$ cat config.mk
export PLATFORM = sky130hd
export DESIGN_NAME = mac_serial_accumulator
export DESIGN_NICKNAME = d
export VERILOG_FILES = /design/src/rtl/mac_pkg.sv /design/src/rtl/byte_add_slice.sv /design/src/rtl/mac_serial_accumulator.sv
export SDC_FILE = /design/constraint.sdc
export NUM_CORES = 1
export LEC_CHECK = 0
export BUFFER_PORTS_ARGS = -buffer_cell sky130_fd_sc_hd__buf_2
export CORE_UTILIZATION = 35
export DETAILED_ROUTE_END_ITERATION = 16
export MAX_ROUTING_LAYER = met4
export PLACE_DENSITY = 0.67
export RECOVER_POWER = 100
export SLEW_MARGIN = 20
export SYNTH_ARGS = -nofsm -noshare
export SYNTH_HDL_FRONTEND = slang
export SYNTH_SLANG_ARGS = --single-unit
$ cat constraint.sdc
create_clock -name clk -period 3.9 [get_ports clk]
set_input_delay 0.195 -clock clk [delete_from_list [all_inputs] [get_ports clk]]
set_output_delay 0.195 -clock clk [all_outputs]
set_load 0.01 [all_outputs]
$ cat src/rtl/mac_pkg.sv
// mac_pkg: shared types and helpers for the MAC accumulate stage.
//   state_e   : accumulator FSM states (IDLE, ADD, OUT)
//   CHUNK_W   : width of the serial adder slice (one byte)
//   NCH       : chunk count for the default 40-bit accumulator
//   sign_ext  : sign-extend a product of width pw into a 64-bit container
package mac_pkg;

    typedef enum logic [1:0] {
        IDLE = 2'd0,
        ADD  = 2'd1,
        OUT  = 2'd2
    } state_e;

    localparam int CHUNK_W    = 8;
    localparam int PROD_W_DEF = 32;
    localparam int ACC_W_DEF  = 40;
    localparam int NCH        = ACC_W_DEF / CHUNK_W;

    // Width-agnostic so that any PROD_W/ACC_W pair up to 64 bits can use it;
    // the caller truncates the result to ACC_W.
    function automatic logic [63:0] sign_ext(input logic [63:0] p, input int unsigned pw);
        logic [63:0] hi_mask;
        hi_mask = {64{1'b1}} << pw;
        return p[pw-1] ? (p | hi_mask) : (p & ~hi_mask);
    endfunction

endpackage

$ cat src/rtl/byte_add_slice.sv
// byte_add_slice: 8-bit combinational Kogge-Stone adder with carry-in.
// Ports:
//   a_i, b_i    : byte operands
//   cin_i       : carry into bit 0
//   sum_o       : a + b + cin (low 8 bits)
//   cout_o      : carry out of bit 7
//   msb_cin_o   : carry into bit 7 (XOR with cout gives signed overflow)
module byte_add_slice
    import mac_pkg::*;
(
    input  logic [CHUNK_W-1:0] a_i,
    input  logic [CHUNK_W-1:0] b_i,
    input  logic               cin_i,
    output logic [CHUNK_W-1:0] sum_o,
    output logic               cout_o,
    output logic               msb_cin_o
);

    logic [CHUNK_W-1:0]      g, p;
    logic [3:0][CHUNK_W-1:0] gg;   // group generate per prefix level
    logic [2:0][CHUNK_W-1:0] pp;   // group propagate per prefix level
    logic [CHUNK_W:0]        c;

    assign g = a_i & b_i;
    assign p = a_i ^ b_i;

    // Folding cin into bit 0's generate makes every prefix group anchored at
    // bit 0 fully resolved, so gg[3][i] is directly the carry into bit i+1.
    assign gg[0] = {g[CHUNK_W-1:1], g[0] | (p[0] & cin_i)};
    assign pp[0] = p;

    for (genvar l = 0; l < 3; l++) begin : g_lvl
        for (genvar i = 0; i < CHUNK_W; i++) begin : g_bit
            if (i >= (1 << l)) begin : g_op
                assign gg[l+1][i] = gg[l][i] | (pp[l][i] & gg[l][i-(1<<l)]);
                if (l < 2) begin : g_p
                    assign pp[l+1][i] = pp[l][i] & pp[l][i-(1<<l)];
                end
            end else begin : g_pass
                assign gg[l+1][i] = gg[l][i];
                if (l < 2) begin : g_p
                    assign pp[l+1][i] = pp[l][i];
                end
            end
        end
    end

    // Propagate bits below each level's span are never consumed.
    logic unused_pp;
    assign unused_pp = ^{pp[0][0], pp[1][1:0], pp[2][3:0]};

    assign c[0]          = cin_i;
    assign c[CHUNK_W:1]  = gg[3];
    assign sum_o         = p ^ c[CHUNK_W-1:0];
    assign cout_o        = c[CHUNK_W];
    assign msb_cin_o     = c[CHUNK_W-1];

endmodule

$ cat src/rtl/mac_serial_accumulator.sv
// mac_serial_accumulator: byte-serial accumulate stage behind the 16x16 multiplier.
// Each accepted signed product is added into the accumulator one byte per cycle
// through a single byte_add_slice; a product marked last raises out_valid.
// Ports:
//   clk, rst              : clock, synchronous active-high reset
//   clr                   : clear acc/ovf (IDLE only)
//   in_valid/in_ready     : product handshake; in_prod, in_last payload
//   out_valid/out_ready   : result handshake; out_acc, out_ovf payload
//   busy                  : high in ADD or OUT
// Build option: SATURATE_EN clamps the accumulator on signed overflow
// instead of wrapping. ACC_W must be a multiple of 8, >= PROD_W, <= 64.
module mac_serial_accumulator
    import mac_pkg::*;
#(
    parameter int PROD_W = PROD_W_DEF,
    parameter int ACC_W  = ACC_W_DEF
) (
    input  logic              clk,
    input  logic              rst,
    input  logic              clr,
    input  logic              in_valid,
    output logic              in_ready,
    input  logic [PROD_W-1:0] in_prod,
    input  logic              in_last,
    output logic              out_valid,
    input  logic              out_ready,
    output logic [ACC_W-1:0]  out_acc,
    output logic              out_ovf,
    output logic              busy
);

    localparam int NCH_L = ACC_W / CHUNK_W;
    localparam int CW    = (NCH_L > 1) ? $clog2(NCH_L) : 1;

    state_e              state_q, state_d;
    logic [ACC_W-1:0]    acc_q, acc_d;
    logic [ACC_W-1:0]    op_q, op_d;
    logic                carry_q, carry_d;
    logic [CW-1:0]       chunk_q, chunk_d;
    logic                ovf_q, ovf_d;
    logic                last_q, last_d;

    logic [CHUNK_W-1:0]  a_byte, b_byte, s_byte;
    logic                s_cout, s_msb_cin;

    // Chunk mux: the slice only ever sees the byte selected by chunk_q.
    assign a_byte = acc_q[int'(chunk_q)*CHUNK_W +: CHUNK_W];
    assign b_byte = op_q[int'(chunk_q)*CHUNK_W +: CHUNK_W];

    byte_add_slice u_add (
        .a_i       (a_byte),
        .b_i       (b_byte),
        .cin_i     (carry_q),
        .sum_o     (s_byte),
        .cout_o    (s_cout),
        .msb_cin_o (s_msb_cin)
    );

    assign in_ready  = (state_q == IDLE);
    assign out_valid = (state_q == OUT);
    assign busy      = (state_q != IDLE);
    assign out_acc   = acc_q;
    assign out_ovf   = ovf_q;

    always_comb begin
        state_d = state_q;
        acc_d   = acc_q;
        op_d    = op_q;
        carry_d = carry_q;
        chunk_d = chunk_q;
        ovf_d   = ovf_q;
        last_d  = last_q;
        unique case (state_q)
            IDLE: begin
                // Clear is applied before a same-cycle accept, so that product
                // lands on a zeroed accumulator.
                if (clr) begin
                    acc_d = '0;
                    ovf_d = 1'b0;
                end
                if (in_valid) begin
                    op_d    = ACC_W'(sign_ext(64'(in_prod), PROD_W));
                    last_d  = in_last;
                    chunk_d = '0;
                    carry_d = 1'b0;
                    state_d = ADD;
                end
            end
            ADD: begin
                acc_d[int'(chunk_q)*CHUNK_W +: CHUNK_W] = s_byte;
                carry_d = s_cout;
                chunk_d = chunk_q + CW'(1);
                if (chunk_q == CW'(NCH_L-1)) begin
                    ovf_d = ovf_q | (s_msb_cin ^ s_cout);
`ifdef SATURATE_EN
                    // Overflow is only possible when op and acc share a sign,
                    // so op's sign picks the rail.
                    if (s_msb_cin ^ s_cout) begin
                        acc_d = op_q[ACC_W-1] ? {1'b1, {(ACC_W-1){1'b0}}}
                                              : {1'b0, {(ACC_W-1){1'b1}}};
                    end
`endif
                    state_d = last_q ? OUT : IDLE;
                end
            end
            OUT: begin
                if (out_ready) begin
                    acc_d   = '0;
                    ovf_d   = 1'b0;
                    state_d = IDLE;
                end
            end
            default: state_d = IDLE;
        endcase
    end

    always_ff @(posedge clk) begin
        if (rst) begin
            state_q <= IDLE;
            acc_q   <= '0;
            op_q    <= '0;
            carry_q <= 1'b0;
            chunk_q <= '0;
            ovf_q   <= 1'b0;
            last_q  <= 1'b0;
        end else begin
            state_q <= state_d;
            acc_q   <= acc_d;
            op_q    <= op_d;
            carry_q <= carry_d;
            chunk_q <= chunk_d;
            ovf_q   <= ovf_d;
            last_q  <= last_d;
        end
    end

endmodule

### After elaboration in Yosys (flattened, before gate mapping)

Index checks and enable logic that the tools add are counted.

| cells by class | value |
|---|---|
| add/sub/neg operators | 2 |
| multiply operators | 0 |
| div/mod/pow operators | 0 |
| order comparisons | 0 |
| equality and inequality tests | 7 |
| shifts and indexed selects | 4 |
| mux-type cells | 18 |
| bitwise gates (word level) | 51 |
| reductions and logical operators | 9 |

Operator list:

| operator | count |
|---|---|
| $mux W40 | 3 |
| $pmux W40 S3 | 1 |
| $shiftx A40 B7 Y8 | 2 |
| $bwmux W40 | 1 |
| $shift A8 B33 Y40 const A | 1 |
| $shiftx A8 B33 Y40 | 1 |
| $neg A6 Y33 | 1 |
| $and A1 B1 Y1 | 28 |
| $or A1 B1 Y1 | 19 |
| $xor A8 B8 Y8 | 2 |
| $and A8 B8 Y8 | 1 |
| $mux W2 | 4 |
| $ne A2 B2 Y1 const B | 3 |
| $pmux W2 S3 | 1 |
| $pmux W3 S2 | 1 |
| $reduce_and A3 Y1 | 2 |
| $mux W1 | 4 |
| $reduce_and A2 Y1 | 2 |
| $reduce_and A4 Y1 | 1 |
| $reduce_bool A2 Y1 | 2 |
| $add A3 B1 Y3 const B | 1 |
| $eq A3 B3 Y1 const B | 1 |
| $mux W3 | 1 |
| $pmux W1 S3 | 1 |
| 7 further kinds | 7 |

| storage, ports and cells | value |
|---|---|
| register bits after elaboration | 88 |
| latch bits | 0 |
| RAM bits | 0 |
| ROM bits | 0 |
| logic and storage cells | 98 |
| memories kept | 0 |

### Longest topological paths before layout

| logic depth | value |
|---|---|
| word-level depth | 14 |
| mapped depth | 14 |
| gate-level depth less buffers | 12 |

### Hierarchy

Synthesis repeated with hierarchy kept, for this count alone.

| second synthesis, totals | value |
|---|---|
| cells, all modules | 422 |
| area, all modules | 4,046.4 µm² |

By module, submodules not included:

| module | times used | cells an instance | area each (µm²) |
|---|---|---|---|
| mac_serial_accumulator | 1 | 375 | 3,688.5 |
| byte_add_slice | 1 | 47 | 357.8 |

### Worst setup path after synthesis

Ideal clock, no wire load.

| timing path | value |
|---|---|
| path type | register -> register |
| start | register chunk_q[1] |
| end | register ovf_q, in the netlist out_ovf |
| library setup time | 0.117 ns |
| arrival time | 3.102 ns |
| required time | 3.783 ns |
| path slack | 0.681 ns |
| stages on the path, launching flop included | 15 |
| path buffers | 3 |
| clock period less this slack | 3.219 ns |
| cell sequence | dfxtp_1 > buf_4 > buf_2 > buf_2 > mux4_2 > nand2_1 > nand2_1 > fa_1 > inv_1 > fa_1 > nor2b_4 > o31a_1 > o41a_1 > xnor2_1 > a22o_1 |

| on the way | value |
|---|---|
| cells in the longest elaborated chain, start to end | 14 |
| elaborated cells on any way between the ends | 47 |
| classes of those cells | eq/ne: 2; shift: 2; mux: 2; bitwise: 40; reduce/logical: 1 |

Ends and longest elaborated chain:

| item | RTL line | text |
|---|---|---|
| from (decl) | mac_serial_accumulator.sv:39 | `logic [CW-1:0] chunk_q, chunk_d;` |
| from (signal assigned) | mac_serial_accumulator.sv:131 | `chunk_q <= chunk_d;` |
| $shiftx A40 B7 Y8 (on tied branches) | mac_serial_accumulator.sv:47, mac_serial_accumulator.sv:48 |  |
| $xor A8 B8 Y8 | byte_add_slice.sv:25 | `assign p = a_i ^ b_i;` |
| $and A1 B1 Y1 | byte_add_slice.sv:29 | `assign gg[0] = {g[CHUNK_W-1:1], g[0] \| (p[0] & cin_i)};` |
| $or A1 B1 Y1 | byte_add_slice.sv:29 |  |
| $and A1 B1 Y1 | byte_add_slice.sv:35 | `assign gg[l+1][i] = gg[l][i] \| (pp[l][i] & gg[l][i-(1<<l)]);` |
| $or A1 B1 Y1 | byte_add_slice.sv:35 |  |
| $and A1 B1 Y1 | byte_add_slice.sv:35 |  |
| $or A1 B1 Y1 | byte_add_slice.sv:35 |  |
| $and A1 B1 Y1 | byte_add_slice.sv:35 |  |
| $or A1 B1 Y1 | byte_add_slice.sv:35 |  |
| $xor A1 B1 Y1 | mac_serial_accumulator.sv:94 | `ovf_d = ovf_q \| (s_msb_cin ^ s_cout);` |
| $or A1 B1 Y1 | mac_serial_accumulator.sv:94 |  |
| $mux W1 | mac_serial_accumulator.sv:93 | `if (chunk_q == CW'(NCH_L-1)) begin` |
| $pmux W1 S3 | mac_serial_accumulator.sv:73 | `unique case (state_q)` |
| to (signal assigned) | mac_serial_accumulator.sv:132 | `ovf_q <= ovf_d;` |
| to (decl) | mac_serial_accumulator.sv:40 | `logic ovf_q, ovf_d;` |

Several ways; a longest one is shown, not always the timed one. The select of a mux whose other input is x is not followed.
A chain may end at the register's enable or synchronous reset.

### Worst setup path in the final report

| timing path | value |
|---|---|
| start | register chunk_q[1] |
| end | register acc_q[23], in the netlist out_acc[23] |

| on the way | value |
|---|---|
| cells in the longest elaborated chain, start to end | 12 |
| elaborated cells on any way between the ends | 48 |
| classes of those cells | add/sub: 1; shift: 4; mux: 2; bitwise: 41 |

Ends and longest elaborated chain:

| item | RTL line | text |
|---|---|---|
| $shiftx A40 B7 Y8 (on tied branches) | mac_serial_accumulator.sv:47, mac_serial_accumulator.sv:48 |  |
| $xor A8 B8 Y8 | byte_add_slice.sv:25 |  |
| $and A1 B1 Y1 | byte_add_slice.sv:29 |  |
| $or A1 B1 Y1 | byte_add_slice.sv:29 |  |
| $and A1 B1 Y1 | byte_add_slice.sv:35 |  |
| $or A1 B1 Y1 | byte_add_slice.sv:35 |  |
| $and A1 B1 Y1 | byte_add_slice.sv:35 |  |
| $or A1 B1 Y1 | byte_add_slice.sv:35 |  |
| $xor A8 B8 Y8 | byte_add_slice.sv:54 | `assign sum_o = p ^ c[CHUNK_W-1:0];` |
| $shiftx A8 B33 Y40 | mac_serial_accumulator.sv:90 | `acc_d[int'(chunk_q)*CHUNK_W +: CHUNK_W] = s_byte;` |
| $bwmux W40 * | mac_serial_accumulator.sv:90 |  |
| $pmux W40 S3 * | mac_serial_accumulator.sv:73 |  |
| to (signal assigned) | mac_serial_accumulator.sv:120 | `acc_q <= '0;` |
| to (signal assigned) | mac_serial_accumulator.sv:128 | `acc_q <= acc_d;` |
| to (decl) | mac_serial_accumulator.sv:36 | `logic [ACC_W-1:0] acc_q, acc_d;` |

Mark *: on every way between the ends. The rest lies on a longest branch, timed or not.

==> results by group <==
Run status
  • Outcome: finished with violations
  • Failing checks: max-capacitance violations, max-slew violations

Min path
  • Min-delay worst type: in -> reg
  • Hold path endpoint: op_q[18]
  • Hold_sp: in_prod[18]
  • Hold path depth: 3

Routing
  • Met3 WL: about 860 µm
  • DR DRC count: 0
  • Detailed-route via count: roughly 3600
  • Routed wl met2: approximately 4500 µm
  • Uppermost layer routed: met4
  • Met1 Wirelength: just under 5000 µm
  • DR vias/cell: between 5 and 6
  • Post-route ant nets: 0
  • DRT Wirelength: about 11000 µm
  • First drt pass iteration count: 6
  • DR WL/cell: approximately 16 µm
  • DR iter-0 viols: about 240

Clock network
  • Clk sink count: 80
  • Post-CTS Setup Inserts: 0
  • Post-cts sizing count: 0
  • Cts hold-fix bufs: 0
  • Clk_lat worst skew: around 340 ps
  • CTS Buf Count: 9
  • H-Tree Depth: 3
  • TritonCTS clock tree: done
  • Clk slew on worst S/H paths: ~60 ps
  • Clk root buf: clkbuf_16
  • Max Root-Sink Buffers: 2

Layout
  • Area added between synthesis and finish: 18.5%
  • Most frequent cells in the layout: nand2_1, dfxtp_1, a21oi_1, clkbuf_1, nor2_1
  • Final #Nets: around 570
  • Multi-input logic area: about 0.0022 mm²
  • Register area: 0.00160 mm²
  • Commonest non-fill, non-tap cell in the layout: nand2_1
  • Share of cells above drive strength 1: between 10% and 20%
  • N_diodes: 0
  • Fill count: between 1000 and 1500

Placement
  • HPWL Detailed: 7820 µm
  • I/O Buffers: between 80 and 90
  • Final RePlAce weighted congestion: approximately 0.87

Timing
  • Setup violations, final: 0
  • Worst Hold Slack: slightly below 100 ps
  • Highest achievable clock rate: slightly below 300 MHz
  • Relative slew slack: -9.34%
  • Worst Tran Pin Value: 1640 ps
  • Tmin final: about 3400 ps
  • RSZ-0062 raised after global routing: false
  • Slew Viols, Final: 36
  • Clock skew: between 9 and 10 ps
  • Sum of negative setup slack: 0 ps
  • Hold Vio Cnt, Final: 0
  • Part of the cycle the worst path needs: ~88%

Floorplan
  • Initial core utilization: between 30 and 40%
  • Full die area: roughly 0.012 mm²
  • Core Area: 0.0109 mm²
  • Die height: approximately 110 µm
  • Rows: 38
  • IO Pins: slightly above 80
  • Die W: roughly 110 µm

Power and ir drop
  • Peak supply drop: around 0.18 mV
  • Power per cell area: approximately 410 mW/mm²
  • Leak: roughly 1.8 nW

Synthesis
  • Library cells used by synthesis: just over 50
  • Post-synth top area share: a little over 40%
  • Synth area leaders: dfxtp_1, nand2_1, mux4_2
  • Mapped Area: a little under 0.004 mm²
  • Largest area contributor in the netlist: dfxtp_1
  • Yosys warns: 0
  • Seq/Total Area, Yosys: just over 40%
  • Post-synth ARST share: 0%
  • Cells after Synth: 445
  • Number of flops mapped to enable cells by yosys: 0
  • Avg Cell Area, Syn: 8.94 µm²
  • #FFs+latches synth: 80
  • Primary FF master, synth: dfxtp_1
  • Net Count, Synth: 499

Critical path
  • Max FO, Critical Path: 12
  • Worst EP arrival: around 3600 ps
  • Worst r2r src: chunk_q[1]
  • CP required: about 4100 ps
  • Crit end category: flop
  • R2r worst-path depth: 12
  • Critical path class: reg -> reg
  • Setup crit start kind: flop
  • R2R Path End: out_acc[23]
  • R2R Setup Slk: just under 500 ps

Global route
  • First-pass GRT wire length: around 17000 µm
  • GRT Total Usage: 19.2%
  • Largest net degree at the start of global routing: just over 50
  • Vias in the first global route: 3335
  • Grt total ovfl: 0
  • Initial antenna violation count: 0

Run
  • Maxcap violations: 1
## metal layers
metal | GRT usage (%) | up-vias
met3 | 3.68 | 25
met1 | 26.3 | 1638
met2 | 27.9 | 163
met5 | - | -
met4 | 7.14 | 0
li1 | - | 1729
## stage by stage
stage	cells	instance area [µm²]	utilization, %	setup slack, ps	total power [W]
2_1_floorplan	445	3980	-	681	0.00104
3_3_place_gp	644	4470	40.9	651	0.00110
3_5_place_dp	644	4480	40.9	646	0.00111
4_1_cts	660	4780	43.7	632	0.00195
5_1_grt	660	4710	43.1	279	0.00200
6_report	660	4710	43.1	481	0.00194
## critical path, cell delays in order, from the launching register on
cell and delay (ps):
dfxtp_1 580, clkbuf_1 350, buf_4 270, mux2_2 350, a21oi_1 170, o21a_1 180
inv_1 60, ha_1 170, a21oi_1 190, a21oi_1 90, and3b_1 270, xor2_1 450
o31ai_1 150
## how the worst max path moves through the flow
stage | startpoint | to | cells past startpoint
2_1_floorplan | chunk_q[1] | out_ovf | 14
3_3_place_gp | chunk_q[0] | out_ovf | 12
3_5_place_dp | chunk_q[0] | out_ovf | 12
4_1_cts | chunk_q[0] | out_ovf | 12
5_1_grt | chunk_q[1] | out_acc[22] | 12
6_report | chunk_q[1] | out_acc[23] | 12
## cells in the mapped netlist (all sizes together) (3+ instances only)
| library cell | instances |
|---|---|
| a21oi | 46 |
| a22o | 8 |
| a22oi | 15 |
| a2bb2oi | 5 |
| a31oi | 3 |
| a32oi | 11 |
| and2 | 4 |
| and3 | 4 |
| buf | 15 |
| clkbuf | 14 |
| dfxtp | 80 |
| ha | 14 |
| inv | 8 |
| mux2i | 3 |
| mux4 | 13 |
| nand2 | 88 |
| nand2b | 5 |
| nand3 | 5 |
| nand3b | 11 |
| nor2 | 40 |
| nor3 | 5 |
| o21a | 3 |
| o21ai | 6 |
| o31ai | 10 |
| xnor2 | 3 |
| xor2 | 3 |
## kinds of logic after synthesis
| kind of cell | synth area share (%) |
|---|---|
| AO/OA/AOI/OAI | 19.6 |
| XOR/XNOR | 1.32 |
| adder cells (fa/ha/maj) | 5.41 |
| buffers and inverters | 4.25 |
| flip-flops | 40.3 |
| multiplexers | 8.68 |
| AND/OR/NAND/NOR | 20.5 |
## registers in the layout (all words and copies together) (netlist names)
| name | count |
|---|---|
| carry_q | 1 |
| chunk_q | 3 |
| last_q | 1 |
| op_q | 32 |
| out_acc | 40 |
| out_ovf | 1 |
| state_q | 2 |
## report_power, final
| group | switching [W] | internal (W) | total, W |
|---|---|---|---|
| Combinational | 0.000146 | 0.0000860 | 0.000232 |
| Clock | 0.000333 | 0.000512 | 0.000845 |
| Sequential | 0.0000156 | 0.000842 | 0.000858 |
## area by class of cell
| type | instances | share of cell area, % |
|---|---|---|
| timing repair buffer | 88 | 8.47 |
| sequential | 80 | 34.0 |
| clock inverter | 5 | 1.19 |
| inverter | 9 | 0.717 |
| multi-input combinational | 327 | 46.8 |
| clock buffer | 11 | 5.15 |
| tap | 140 | 3.72 |
Note: power is estimated with default switching activity, not from simulation.
